==> src/rtl/signal_extend_mc.sv <==
// Multi-channel pulse/valid extender: stretches each 1-cycle i_vld strobe into an
// L-cycle o_vld window holding the captured payload. Optional drop counter: SIGNAL_EXTEND_MC_DROP_CNT_EN.
module signal_extend_mc #(
    parameter int unsigned CH_NUM = 4,
    parameter int unsigned DATA_W = 8,
    parameter int unsigned LEN_W  = 4,
    parameter int unsigned RETRIG = 1
) (
    input  logic                       i_clk,
    input  logic                       i_rst_n,
    input  logic [CH_NUM-1:0]          i_vld,
    input  logic [CH_NUM*DATA_W-1:0]   i_data,
    input  logic [LEN_W-1:0]           i_ext_len,
    output logic [CH_NUM-1:0]          o_vld,
    output logic [CH_NUM*DATA_W-1:0]   o_data,
    output logic [CH_NUM-1:0]          o_done,
    output logic                       o_any_vld
`ifdef SIGNAL_EXTEND_MC_DROP_CNT_EN
    ,
    output logic [15:0]                o_drop_cnt
`endif
);

    localparam int unsigned DW = CH_NUM * DATA_W;

    logic [CH_NUM-1:0]             r_vld;
    logic [CH_NUM-1:0][LEN_W-1:0]  r_cnt;
    logic [DW-1:0]                 r_data;
    logic [CH_NUM-1:0]             r_done;
    logic                          r_any_vld;

    logic [CH_NUM-1:0]             w_vld_nxt;
    logic [CH_NUM-1:0][LEN_W-1:0]  w_cnt_nxt;
    logic [DW-1:0]                 w_data_nxt;
    logic [CH_NUM-1:0]             w_done_nxt;
    logic [CH_NUM-1:0]             w_busy;
    logic [CH_NUM-1:0]             w_acc;
    logic [LEN_W-1:0]              w_len_m1;

    // A zero length behaves like a one-cycle window.
    assign w_len_m1 = (i_ext_len == '0) ? '0 : i_ext_len - LEN_W'(1);

    always_comb begin
        w_vld_nxt  = '0;
        w_cnt_nxt  = '0;
        w_data_nxt = '0;
        w_done_nxt = '0;
        w_busy     = '0;
        w_acc      = '0;
        for (int c = 0; c < CH_NUM; c++) begin
            // Busy only before the last window cycle; a trigger on the last cycle chains seamlessly.
            w_busy[c] = r_vld[c] && (r_cnt[c] != '0);
            w_acc[c]  = i_vld[c] && (!w_busy[c] || (RETRIG != 0));
            if (w_acc[c]) begin
                w_vld_nxt[c]                  = 1'b1;
                w_cnt_nxt[c]                  = w_len_m1;
                w_data_nxt[c*DATA_W +: DATA_W] = i_data[c*DATA_W +: DATA_W];
            end else if (w_busy[c]) begin
                w_vld_nxt[c]                  = 1'b1;
                w_cnt_nxt[c]                  = r_cnt[c] - LEN_W'(1);
                w_data_nxt[c*DATA_W +: DATA_W] = r_data[c*DATA_W +: DATA_W];
            end
            w_done_nxt[c] = w_vld_nxt[c] && (w_cnt_nxt[c] == '0);
        end
    end

    always_ff @(posedge i_clk or negedge i_rst_n) begin
        if (!i_rst_n) begin
            r_vld     <= '0;
            r_cnt     <= '0;
            r_data    <= '0;
            r_done    <= '0;
            r_any_vld <= 1'b0;
        end else begin
            r_vld     <= w_vld_nxt;
            r_cnt     <= w_cnt_nxt;
            r_data    <= w_data_nxt;
            r_done    <= w_done_nxt;
            r_any_vld <= |w_vld_nxt;
        end
    end

    assign o_vld     = r_vld;
    assign o_data    = r_data;
    assign o_done    = r_done;
    assign o_any_vld = r_any_vld;

`ifdef SIGNAL_EXTEND_MC_DROP_CNT_EN
    logic [15:0] r_drop_cnt;
    logic [16:0] w_drop_sum;
    logic [15:0] w_drop_nxt;

    // A busy-window trigger is lost either way: ignored (RETRIG=0) or aborting the window (RETRIG=1).
    always_comb begin
        w_drop_sum = 17'(r_drop_cnt);
        for (int c = 0; c < CH_NUM; c++) begin
            w_drop_sum = w_drop_sum + 17'(i_vld[c] && w_busy[c]);
        end
        w_drop_nxt = w_drop_sum[16] ? 16'hFFFF : w_drop_sum[15:0];
    end

    always_ff @(posedge i_clk or negedge i_rst_n) begin
        if (!i_rst_n) begin
            r_drop_cnt <= '0;
        end else begin
            r_drop_cnt <= w_drop_nxt;
        end
    end

    assign o_drop_cnt = r_drop_cnt;
`endif

endmodule

==> config.mk <==
export PLATFORM = sky130hd
export DESIGN_NAME = signal_extend_mc
export DESIGN_NICKNAME = d
export VERILOG_FILES = /design/src/rtl/signal_extend_mc.sv
export SDC_FILE = /design/constraint.sdc
export NUM_CORES = 1
export LEC_CHECK = 0
export BUFFER_PORTS_ARGS = -buffer_cell sky130_fd_sc_hd__buf_2
export CORE_MARGIN = 1.5
export CORE_UTILIZATION = 30
export DETAILED_ROUTE_END_ITERATION = 6
export GPL_TIMING_DRIVEN = 0
export PLACE_DENSITY_LB_ADDON = 0.2
export SETUP_SLACK_MARGIN = 0.4
export SLEW_MARGIN = 20
export SYNTH_ARGS = -nofsm -noshare
export SYNTH_HDL_FRONTEND = slang
export SYNTH_SLANG_ARGS = --single-unit
==> constraint.sdc <==
create_clock -name i_clk -period 1.9 [get_ports i_clk]
set_input_delay 0.285 -clock i_clk [delete_from_list [all_inputs] [get_ports i_clk]]
set_output_delay 0.285 -clock i_clk [all_outputs]
set_load 0.1 [all_outputs]
# Word level (Yosys, flattened, before mapping)
# Index checks and enable logic that the tools add are counted.
# classes
mux	25
n_addsub	5
n_reduce_logical	18
eq_ne	4
# ops
cell	n
8-bit 2-to-1 mux	8
4-bit 2-to-1 mux	9
4-bit zero test	5
4-bit by 1-bit subtractor with 4-bit output (second input constant)	5
4-bit nonzero test	4
1-bit logical AND	8
1-bit 2-to-1 mux	8
2-bit != test (second input constant)	4
4-bit OR reduction	1
# totals
out_inout_bits	41
register_bits	57
elab_cells	63

# Longest topological paths before layout
# Gate-level depths: netlist (run 1).
# depth
depth_word	6
mapped_depth	7
ltp_nobuf	6

# Worst setup path before layout (run 1)
# No wires, ideal clock.
# synth_timing
path_type	register to register
startpoint	reg r_vld[0] (netlist: o_vld[0])
endpoint	reg r_done[0] (netlist: o_done[0])
path_stages_with_launch	5
path_slack_ns	-0.091
arrival_ns	1.913
required_ns	1.823
path_cell_list	dfrtp_1 inv_1 a211oi_1 or4b_1 a21oi_1
# synth_between
elab_chain_cells	5
elab_cells_between_ends	7
# synth_lines
item	line	rtl
start, declared	26	logic [CH_NUM-1:0] r_vld;
start signal, assigned	75	r_vld <= w_vld_nxt;
1-bit logical AND *	52	w_busy[c] = r_vld[c] && (r_cnt[c] != '0);
4-bit 2-to-1 mux	58	end else if (w_busy[c]) begin
4-bit 2-to-1 mux	54	if (w_acc[c]) begin
4-bit zero test	63	w_done_nxt[c] = w_vld_nxt[c] && (w_cnt_nxt[c] == '0);
1-bit logical AND *	63	
net w_done_nxt[0]	35	logic [CH_NUM-1:0] w_done_nxt;
end signal, assigned	78	r_done <= w_done_nxt;
end, declared	29	logic [CH_NUM-1:0] r_done;
# The timed path passes the listed nets; every way through them passes the cells marked *.
# A chain may end at the register's enable or synchronous reset.

==> results of run 1 <==
## state kept, by name (all words and copies together) (netlist names)
signal     cells
o_any_vld      1
o_done         4
o_data        32
o_vld          4
r_cnt         16
## cells by family after synthesis
| family | Yosys count |
|---|---|
| AND/OR/NAND/NOR | 41 |
| buffers and inverters | 19 |
| adder cells (fa/ha/maj) | 5 |
| flip-flops | 57 |
| multiplexers | 2 |
| XOR/XNOR | 4 |
| AO/OA/AOI/OAI | 61 |
## synth_stat cells
master and n:
a21o_2 1, nor3b_1 2, o21bai_1 3, nand2_1 8, a22o_1 31, nor3_1 5
a211oi_1 1, inv_1 13, a21o_1 2, buf_6 1, nor2b_4 1, o31a_1 1
a31oi_1 1, nor2_2 2, nor4_2 1, or4_1 3, or4b_1 1, or2b_2 1
a21oi_1 2, nand2b_1 3, xor2_1 4, a211o_1 2, a22o_2 10, clkbuf_1 4
mux2i_1 2, o31ai_1 3, o21ai_0 3, nor2_1 6, ha_1 5, nand3_1 3
or3b_1 1, buf_2 1, or4b_2 1, a22o_4 1, or2_2 1, nor4_1 2
dfrtp_1 57
## stage by stage
| step | util (%) | total power (W) |
|---|---|---|
| 2_1_floorplan | - | 0.00331 |
| 3_3_place_gp | 38.5 | 0.00370 |
| 3_5_place_dp | 38.5 | 0.00371 |
| 4_1_cts | 44.5 | 0.00512 |
| 5_1_grt | 45.5 | 0.00549 |
| 6_report | 45.5 | 0.00521 |
## worst max-delay path by stage
| stage | slack, ns | end | cells past startpoint | from |
|---|---|---|---|---|
| floorplan | 0.16 | o_done[1]$_DFF_PN0_ | 7 | r_cnt[4]$_DFF_PN0_ |
| global placement | 0.01 | o_done[1]$_DFF_PN0_ | 7 | r_cnt[4]$_DFF_PN0_ |
| detailed placement | -0.02 | o_done[1]$_DFF_PN0_ | 7 | r_cnt[4]$_DFF_PN0_ |
| CTS | 0.06 | o_done[1]$_DFF_PN0_ | 7 | r_cnt[4]$_DFF_PN0_ |
| global route | 0.03 | o_any_vld$_DFF_PN0_ | 6 | r_cnt[4]$_DFF_PN0_ |
| finish | 0.07 | o_done[1]$_DFF_PN0_ | 7 | r_cnt[4]$_DFF_PN0_ |
## power breakdown
part	internal (W)	switching (W)
registers	0.00146	0.000163
clock network	0.000612	0.000473
logic	0.000786	0.00172
## routing by layer
| metal | global-route usage (%) | routed length (um) |
|---|---|---|
| met1 | 18.7 | 2640 |
| met2 | 23.4 | 2850 |
| met5 | 0 | 0 |
| met3 | 3.90 | 320 |
| met4 | 7.69 | 113 |
## repair_timing
| item | CTS | global route |
|---|---|---|
| setup endpoints to repair | 26 | 18 |
| gates cloned | 0 | 0 |
| pin swaps | 18 | 13 |
| resized for setup | 27 | 8 |
| buffers inserted | 21 | 6 |
## worst register-to-register path: stages (launching register included)
cell and delay (ns):
dfrtp_1 0.39, inv_2 0.08, ha_4 0.13, or3b_4 0.37, nor2b_4 0.14, buf_6 0.11
a22o_4 0.25, nor4_4 0.26
## area by class of cell
type	instances	area (um2)	area share (%)
plain buffers	6	32.5	0.925
clock buffers	14	183	5.19
clock inverters	2	10.0	0.284
inverters	13	48.8	1.39
multi-input cells	113	1040	29.7
flip-flops and latches	57	1430	40.8
well taps	102	128	3.63
repair buffers	109	638	18.1
==> qor.yml, run 1 <==
cells_and_area:
  fill_cells: 726
  area_growth_pct: 47.1
  fin_cells: 416
  nNetsFinal: 356
  fin_area_mm2: 0.00352
  antennaDiodeCount: 0
  drive_gt1_share_pct: 55.7
  final_common_cell: "buf_2"
  final_cell_mix: "buf_2 (82), dfrtp_1 (53), a22o_1 (31)"
pwr:
  ir_drop_v: 0.000589
  leakagePower_nw: 1.77
  power_density_mw_per_mm2: 1480
sta:
  fin_skew_ns: 0.00824
  slew_viol_final: 0
  period_minus_slack_ns: 1.83
  relSlewSlack_pct: 51.5
  fmax_ghz: 0.546
  hold_viol: 1
  setup_ws_ns: 0.0702
  final.setup.tns_ns: 0
  setup_viol: 0
  fin_hold_ws_ns: -0.00217
  worst_pin_slew_ns: 0.728
  rsz0062_at_grt: "true"
  fin_crit_sh_pct: 96.3
synthesis:
  netlist_area_mm2: 0.00239
  synthesis.nets: 236
  synth_cell_type_count: 37
  synth-simple-area-share_pct: 10.2
  synthAdderAreaFrac_pct: 2.62
  synthCells: 189
  synth-xor-area-share_pct: 1.47
  yosysWarnings: 0
  synth_top_family_by_area: "compound AO/OA/AOI/OAI gates"
  yosys-top-cells-area: "dfrtp_1 (60%), a22o_1 (11%), a22o_2 (4.2%)"
  yosysSeqAreaShare_pct: 59.7
  syn_avg_cell_area_um2: 12.7
  synth_compound_area_share_pct: 21.9
  synth_top_cell_area_share_pct: 59.7
  ys_seq_elements: 57
  muxShareOfSynthArea_pct: 0.837
  synth_area_leader_cell: "dfrtp_1"
place:
  place.gp.congestion: 0.768
  portBuffers: 82
  post-place-cells: 373
  post-place-ws_ns: -0.0198
  dpl.hpwl_um: 3740
  place_area_mm2: 0.00297
floorplan:
  fp.dieH_um: 92.3
  die_area_mm2: 0.00851
  die_w_um: 92.3
  core_area_mm2: 0.00773
  initial_utilization_pct: 30.9
  ios: 83
  rows: 32
clocking:
  cts_made_buffers: 9
  ctsLongestPathBuffers: 2
  cts_tree: "yes"
  cts_root_buf: "clkbuf_8"
  htreeDepth: 3
  insertion_delay_ns: 0.34
  clock_sinks: 57
  holdBufCountCts: 0
  path_clk_slew_ns: 0.07
worst_setup_path:
  crit_buf_inv: 2
  cp-end-kind: "flip-flop"
  rrSetupSlack_ns: 0.07
  r2r-start: "r_cnt[4]$_DFF_PN0_"
  rr_worst_depth: 7
  crit_type: "reg2reg"
  cp.required_ns: 2.13
  critPathLaunchType: "flip-flop"
  cp_max_fo: 2
  crit_arrival_ns: 2.06
  max_stage_delay_ns: 0.39
  slowest_stage: "dfrtp_1"
  crit_chain: "inv_2, ha_4, or3b_4, nor2b_4, buf_6, a22o_4, nor4_4"
  cp_top_family: "simple AND/OR/NAND/NOR gates"
  r2r_end: "o_done[1]$_DFF_PN0_"
routing:
  wl_per_cell_um: 14.2
  drtPass1Iterations: 4
  routed-via-count: 1959
  viasPerCell: 4.71
  drc: 0
  drt-initial-drc-count: 45
  wl_um: 5920
  ant_nets: 0
global_route:
  grt_max_degree: 58
  grt_overflow_total: 0
  antenna_found_initial: 0
  grt_pass1_vias: 1933
  grt_pass1_wl_um: 9510
  grt_use_total_pct: 14.9
outcome:
  status: "complete, but fails checks"
  violations: "negative hold slack"
run:
  maxCapViolCount: 0
min_path:
  hold_class: "in2async"
(Power assumes the default switching activity.)
==> inputs of run 2 (changes only) <==
--- a/config.mk
+++ b/config.mk
@@ -7,7 +7,7 @@
 export LEC_CHECK = 0
 export BUFFER_PORTS_ARGS = -buffer_cell sky130_fd_sc_hd__buf_2
 export CORE_MARGIN = 1.5
-export CORE_UTILIZATION = 30
+export CORE_UTILIZATION = 44
 export DETAILED_ROUTE_END_ITERATION = 6
 export GPL_TIMING_DRIVEN = 0
 export PLACE_DENSITY_LB_ADDON = 0.2
==> run 2 against run 1 <==
The flow still finishes with violations (negative hold slack). Design area is 2.1% lower. Critical endpoint is now r_cnt[4]$_DFF_PN0_. Core utilization is 21 points higher. Highest routed layer unchanged. Non-clock buffer count is 1 lower. Largest power group unchanged. Total power is 2.4% lower. Die area is 31% lower.
==> qor.yml, run 2 (synthesis results as in run 1) <==
cells_and_area:
  largest_register_ffs: 32
  final_cell_mix: "buf_2 (82), dfrtp_1 (53), a22o_1 (31)"
  antennaDiodeCount: 0
  drive_gt1_share_pct: 54.6
  multiInputGateArea_mm2: 0.00104
  fill_cells: 380
  final_common_cell: "buf_2"
  ff_latch_area_mm2: 0.00143
  nNetsFinal: 355
  fin_cells: 383
  area_growth_pct: 44.1
worst_setup_path:
  cp-end-kind: "flip-flop"
  crit_chain: "inv_2, ha_4, or3b_4, nor2b_4, buf_6, a22o_4, buf_4"
  cp.required_ns: 2.13
  cp_max_fo: 2
  critPathLaunchType: "flip-flop"
  max_stage_delay_ns: 0.39
  crit_type: "reg2reg"
  crit_arrival_ns: 1.94
  slowest_stage: "dfrtp_1"
routing:
  ant_nets: 0
  viasPerCell: 5.17
  wl_um: 5810
  drc: 0
  routed-via-count: 1979
  drtPass1Iterations: 4
  wl_per_cell_um: 15.2
  drt-initial-drc-count: 63
floorplan:
  die_w_um: 76.7
  rows: 26
  die_area_mm2: 0.00589
  fp.dieH_um: 76.7
  ios: 83
  initial_utilization_pct: 46.2
  core_area_mm2: 0.00517
global_route:
  grt_use_total_pct: 21.3
  grt_max_degree: 58
  antenna_found_initial: 0
  grt_pass1_wl_um: 9620
  grt_pass1_vias: 2002
  grt_overflow_total: 0
clocking:
  cts_made_buffers: 9
  cts_tree: "yes"
  path_clk_slew_ns: 0.06
  insertion_delay_ns: 0.34
  clock_sinks: 57
  ctsLongestPathBuffers: 2
  cts_root_buf: "clkbuf_8"
  htreeDepth: 3
sta:
  period_minus_slack_ns: 1.71
  fin_skew_ns: 0.00563
  final.setup.tns_ns: 0
  setup_ws_ns: 0.188
  rsz0062_at_grt: "true"
  worst_pin_slew_ns: 0.831
  relSlewSlack_pct: 44.0
  fin_crit_sh_pct: 90.1
  setup_viol: 0
  fmax_ghz: 0.584
  fin_hold_ws_ns: -0.00222
  hold_viol: 8
  slew_viol_final: 0
place:
  post-place-cells: 341
  post-place-ws_ns: 0.0167
  dpl.hpwl_um: 3720
  place.gp.congestion: 0.806
  portBuffers: 82
pwr:
  power_density_mw_per_mm2: 1480
  pwr-share-comb_pct: 48.7
  sw_frac_of_total_pct: 46.3
  leakagePower_nw: 1.75
  seqPwrFrac_pct: 32.0
  switching_power_w: 0.00235
  ir_drop_v: 0.000800
  power.internal_w: 0.00273
  p_clk_share_pct: 19.4
  power_w: 0.00508
outcome:
  violations: "negative hold slack"
  status: "complete, but fails checks"
min_path:
  hold_class: "in2async"
run:
  maxCapViolCount: 0
run 2: cell type report:
type | instances | share of cell area [%]
plain buffers | 6 | 0.944
clock buffers | 11 | 4.10
clock inverters | 5 | 0.908
inverters | 13 | 1.42
multi-input cells | 113 | 30.1
flip-flops and latches | 57 | 41.6
well taps | 70 | 2.54
repair buffers | 108 | 18.3
run 2: worst max-delay path, delay by kind of cell (launching register included):
kind                     cells  cell delay, ns
AND/OR/NAND/NOR              2            0.53
adder cells (fa/ha/maj)      1            0.12
AO/OA/AOI/OAI                1            0.25
buffers and inverters        3            0.32
flip-flops                   1            0.39
run 2: what timing repair did:
| action | CTS | global route |
|---|---|---|
| pin swaps | 15 | 23 |
| setup endpoints to repair | 26 | 34 |
| buffers inserted | 23 | 3 |
| hold buffers | 0 | 0 |
| resized for setup | 22 | 11 |
run 2: power by group through the flow:
stage                     Combinational (W)  Sequential (W)  Clock [W]
after detailed placement            0.00207         0.00164          0
after global routing                0.00261         0.00166    0.00106
after floorplan                    0.000628         0.00268          0
after CTS                           0.00237         0.00162    0.00101
after global placement              0.00205         0.00163          0
final                               0.00247         0.00163   0.000984
run 2: worst paths after layout:
kind                                       start                      to  slack (ns)  depth (start not counted)
max in group asynchronous                i_rst_n      o_vld[0]$_DFF_PN0_        1.36                          1
max reg2reg                   r_cnt[4]$_DFF_PN0_      r_cnt[4]$_DFF_PN0_        0.19                          7
min                                      i_rst_n  o_data[15]$_DFFE_PN0P_      -0.002                          1
min in group i_clk                    i_data[17]  o_data[17]$_DFFE_PN0P_        0.18                          2
max                           r_cnt[4]$_DFF_PN0_      r_cnt[4]$_DFF_PN0_        0.19                          7
min reg2reg                o_data[6]$_DFFE_PN0P_   o_data[6]$_DFFE_PN0P_        0.49                          1
run 2: per-layer routing:
layer	global-route usage (%)	vias up	part of all wire, %
li1	-	943	-
met1	27.5	965	44
met2	33.9	60	49
met3	4.29	11	5.5
met4	11.3	0	2.2
met5	0	-	0
run 2: metrics by stage:
| stage | cell area [um2] | hold slack, ns | util, % |
|---|---|---|---|
| finish | 3440 | -0.00222 | 66.6 |
| global route | 3440 | 0.0525 | 66.6 |
| CTS | 3370 | 0.0121 | 65.1 |
| detailed placement | 2930 | 0.377 | 56.7 |
| global placement | 2930 | 0.475 | 56.7 |
| floorplan | 2430 | -0.0106 | - |
==> inputs of run 3 (changes only) <==
--- a/config.mk
+++ b/config.mk
@@ -11,7 +11,6 @@
 export DETAILED_ROUTE_END_ITERATION = 6
 export GPL_TIMING_DRIVEN = 0
 export PLACE_DENSITY_LB_ADDON = 0.2
-export SETUP_SLACK_MARGIN = 0.4
 export SLEW_MARGIN = 20
 export SYNTH_ARGS = -nofsm -noshare
 export SYNTH_HDL_FRONTEND = slang
==> run 3 against run 2 <==
The flow still finishes with violations (negative hold slack). Worst hold slack worse by 0.0014 ns. Wire length is 9.7% lower. Worst setup slack got worse by 0.17 ns. Register-to-register slack lost 0.17 ns. Critical path type unchanged. Critical endpoint is now o_done[1]$_DFF_PN0_.
==> qor.yml, run 3 (synthesis results as in run 1) <==
sta:
  rsz0062_at_grt: "true"
  fin_skew_ns: 0.00575
  period_minus_slack_ns: 1.88
  setup_viol: 0
  fin_crit_sh_pct: 98.8
  setup_ws_ns: 0.0227
  fmax_ghz: 0.533
  relSlewSlack_pct: 53.7
  slew_viol_final: 0
  fin_hold_ws_ns: -0.00362
  worst_pin_slew_ns: 0.695
  final.setup.tns_ns: 0
  hold_viol: 2
routing:
  wl_per_cell_um: 14.6
  ant_nets: 0
  routed-via-count: 1842
  drc: 0
  viasPerCell: 5.13
  drt-initial-drc-count: 92
  wl_um: 5240
  drtPass1Iterations: 4
worst_setup_path:
  crit_chain: "inv_2, ha_4, or3b_4, nor2b_4, buf_6, a22o_4, nor4_4"
  cp-end-kind: "flip-flop"
  r2r-start: "r_cnt[4]$_DFF_PN0_"
  rr_worst_depth: 7
  max_stage_delay_ns: 0.39
  crit_buf_inv: 2
  cp_max_fo: 10
  cp.required_ns: 2.13
  worst-path-stages: 7
  crit_arrival_ns: 2.11
  rrSetupSlack_ns: 0.02
  cp_top_family: "simple AND/OR/NAND/NOR gates"
  r2r_end: "o_done[1]$_DFF_PN0_"
  critPathLaunchType: "flip-flop"
  slowest_stage: "dfrtp_1"
  crit_type: "reg2reg"
floorplan:
  fp.dieH_um: 76.7
  core_area_mm2: 0.00517
  rows: 26
  ios: 83
  die_area_mm2: 0.00589
  initial_utilization_pct: 46.2
  die_w_um: 76.7
outcome:
  status: "complete, but fails checks"
  violations: "negative hold slack"
cells_and_area:
  nNetsFinal: 331
  fill_cells: 432
  final_common_cell: "buf_2"
  antennaDiodeCount: 0
  fin_util_pct: 61.7
  largest_register_ffs: 32
  area_growth_pct: 33.5
  drive_gt1_share_pct: 45.0
  final_cell_mix: "buf_2 (82), dfrtp_1 (56), a22o_1 (31)"
clocking:
  insertion_delay_ns: 0.33
  cts_made_buffers: 9
  clock_sinks: 57
  htreeDepth: 3
  path_clk_slew_ns: 0.07
  cts_tree: "yes"
  cts_root_buf: "clkbuf_8"
  ctsLongestPathBuffers: 2
place:
  portBuffers: 82
  place.gp.congestion: 0.765
  dpl.hpwl_um: 3540
  post-place-ws_ns: -0.0775
pwr:
  power_w: 0.00501
  ir_drop_v: 0.000719
  power_density_mw_per_mm2: 1570
  leakagePower_nw: 1.64
global_route:
  grt_pass1_vias: 1875
  grt_max_degree: 58
  antenna_found_initial: 0
  grt_use_total_pct: 19.7
  grt_pass1_wl_um: 8930
  grt_overflow_total: 0
run:
  maxCapViolCount: 0
min_path:
  hold_class: "in2async"
-- run 3: cell types whose count changed in the layout (fill, tap and decap cells not counted), moves of 3 or more --
cell | previous run | this run
inv_2 | 6 | 2
inv_1 | 7 | 11
ha_1 | 1 | 4
buf_6 | 5 | 1
buf_4 | 22 | 3
dfrtp_1 | 53 | 56
-- run 3: what timing repair did --
item | 4_1_cts | 5_1_grt
pin swaps | 1 | 1
setup buffers | 1 | 1
gates resized for setup | 6 | 6
hold buffers | 0 | 0
gates cloned | 0 | 0
endpoints found under the setup margin | 4 | 4
hold endpoints to repair | 0 | 0
-- run 3: how the worst max path moves through the flow --
| stage | start | end |
|---|---|---|
| after global placement | r_cnt[8]$_DFF_PN0_ | o_any_vld$_DFF_PN0_ |
| after floorplan | o_vld[1]$_DFF_PN0_ | o_done[1]$_DFF_PN0_ |
| after global routing | r_cnt[4]$_DFF_PN0_ | o_done[1]$_DFF_PN0_ |
| after detailed placement | r_cnt[12]$_DFF_PN0_ | o_any_vld$_DFF_PN0_ |
| final | r_cnt[4]$_DFF_PN0_ | o_done[1]$_DFF_PN0_ |
| after CTS | r_cnt[4]$_DFF_PN0_ | o_done[1]$_DFF_PN0_ |
-- run 3: report_power, final --
group / switching [W] / leakage [nW] / internal (W) / total, W
Combinational: 0.00159 / 0.822 / 0.000527 / 0.00212
Sequential: 0.000161 / 0.698 / 0.00145 / 0.00161
Clock: 0.000476 / 0.115 / 0.000805 / 0.00128
-- run 3: per-stage QoR --
step	cell area, um2	std cells
after floorplan	2390	189
after global placement	2890	341
after detailed placement	2890	341
after CTS	3150	358
after global routing	3190	359
final	3190	359
-- run 3: layer usage --
metal | up-vias | GRT usage (%) | share of wire [%]
met5 | - | 0 | 0
met4 | 0 | 10.0 | 1.1
met3 | 6 | 4.29 | 4.5
met2 | 49 | 29.3 | 46
met1 | 892 | 27.2 | 48
li1 | 895 | - | -
-- run 3: layout make-up --
type / count / area (um2) / area share, %
multi-input combinational: 113 / 940 / 29.4
inverter: 13 / 48.8 / 1.53
timing repair buffer: 84 / 428 / 13.4
tap: 70 / 87.6 / 2.74
sequential: 57 / 1430 / 44.7
clock buffer: 11 / 151 / 4.74
clock inverter: 5 / 77.6 / 2.43
buffer: 6 / 31.3 / 0.980
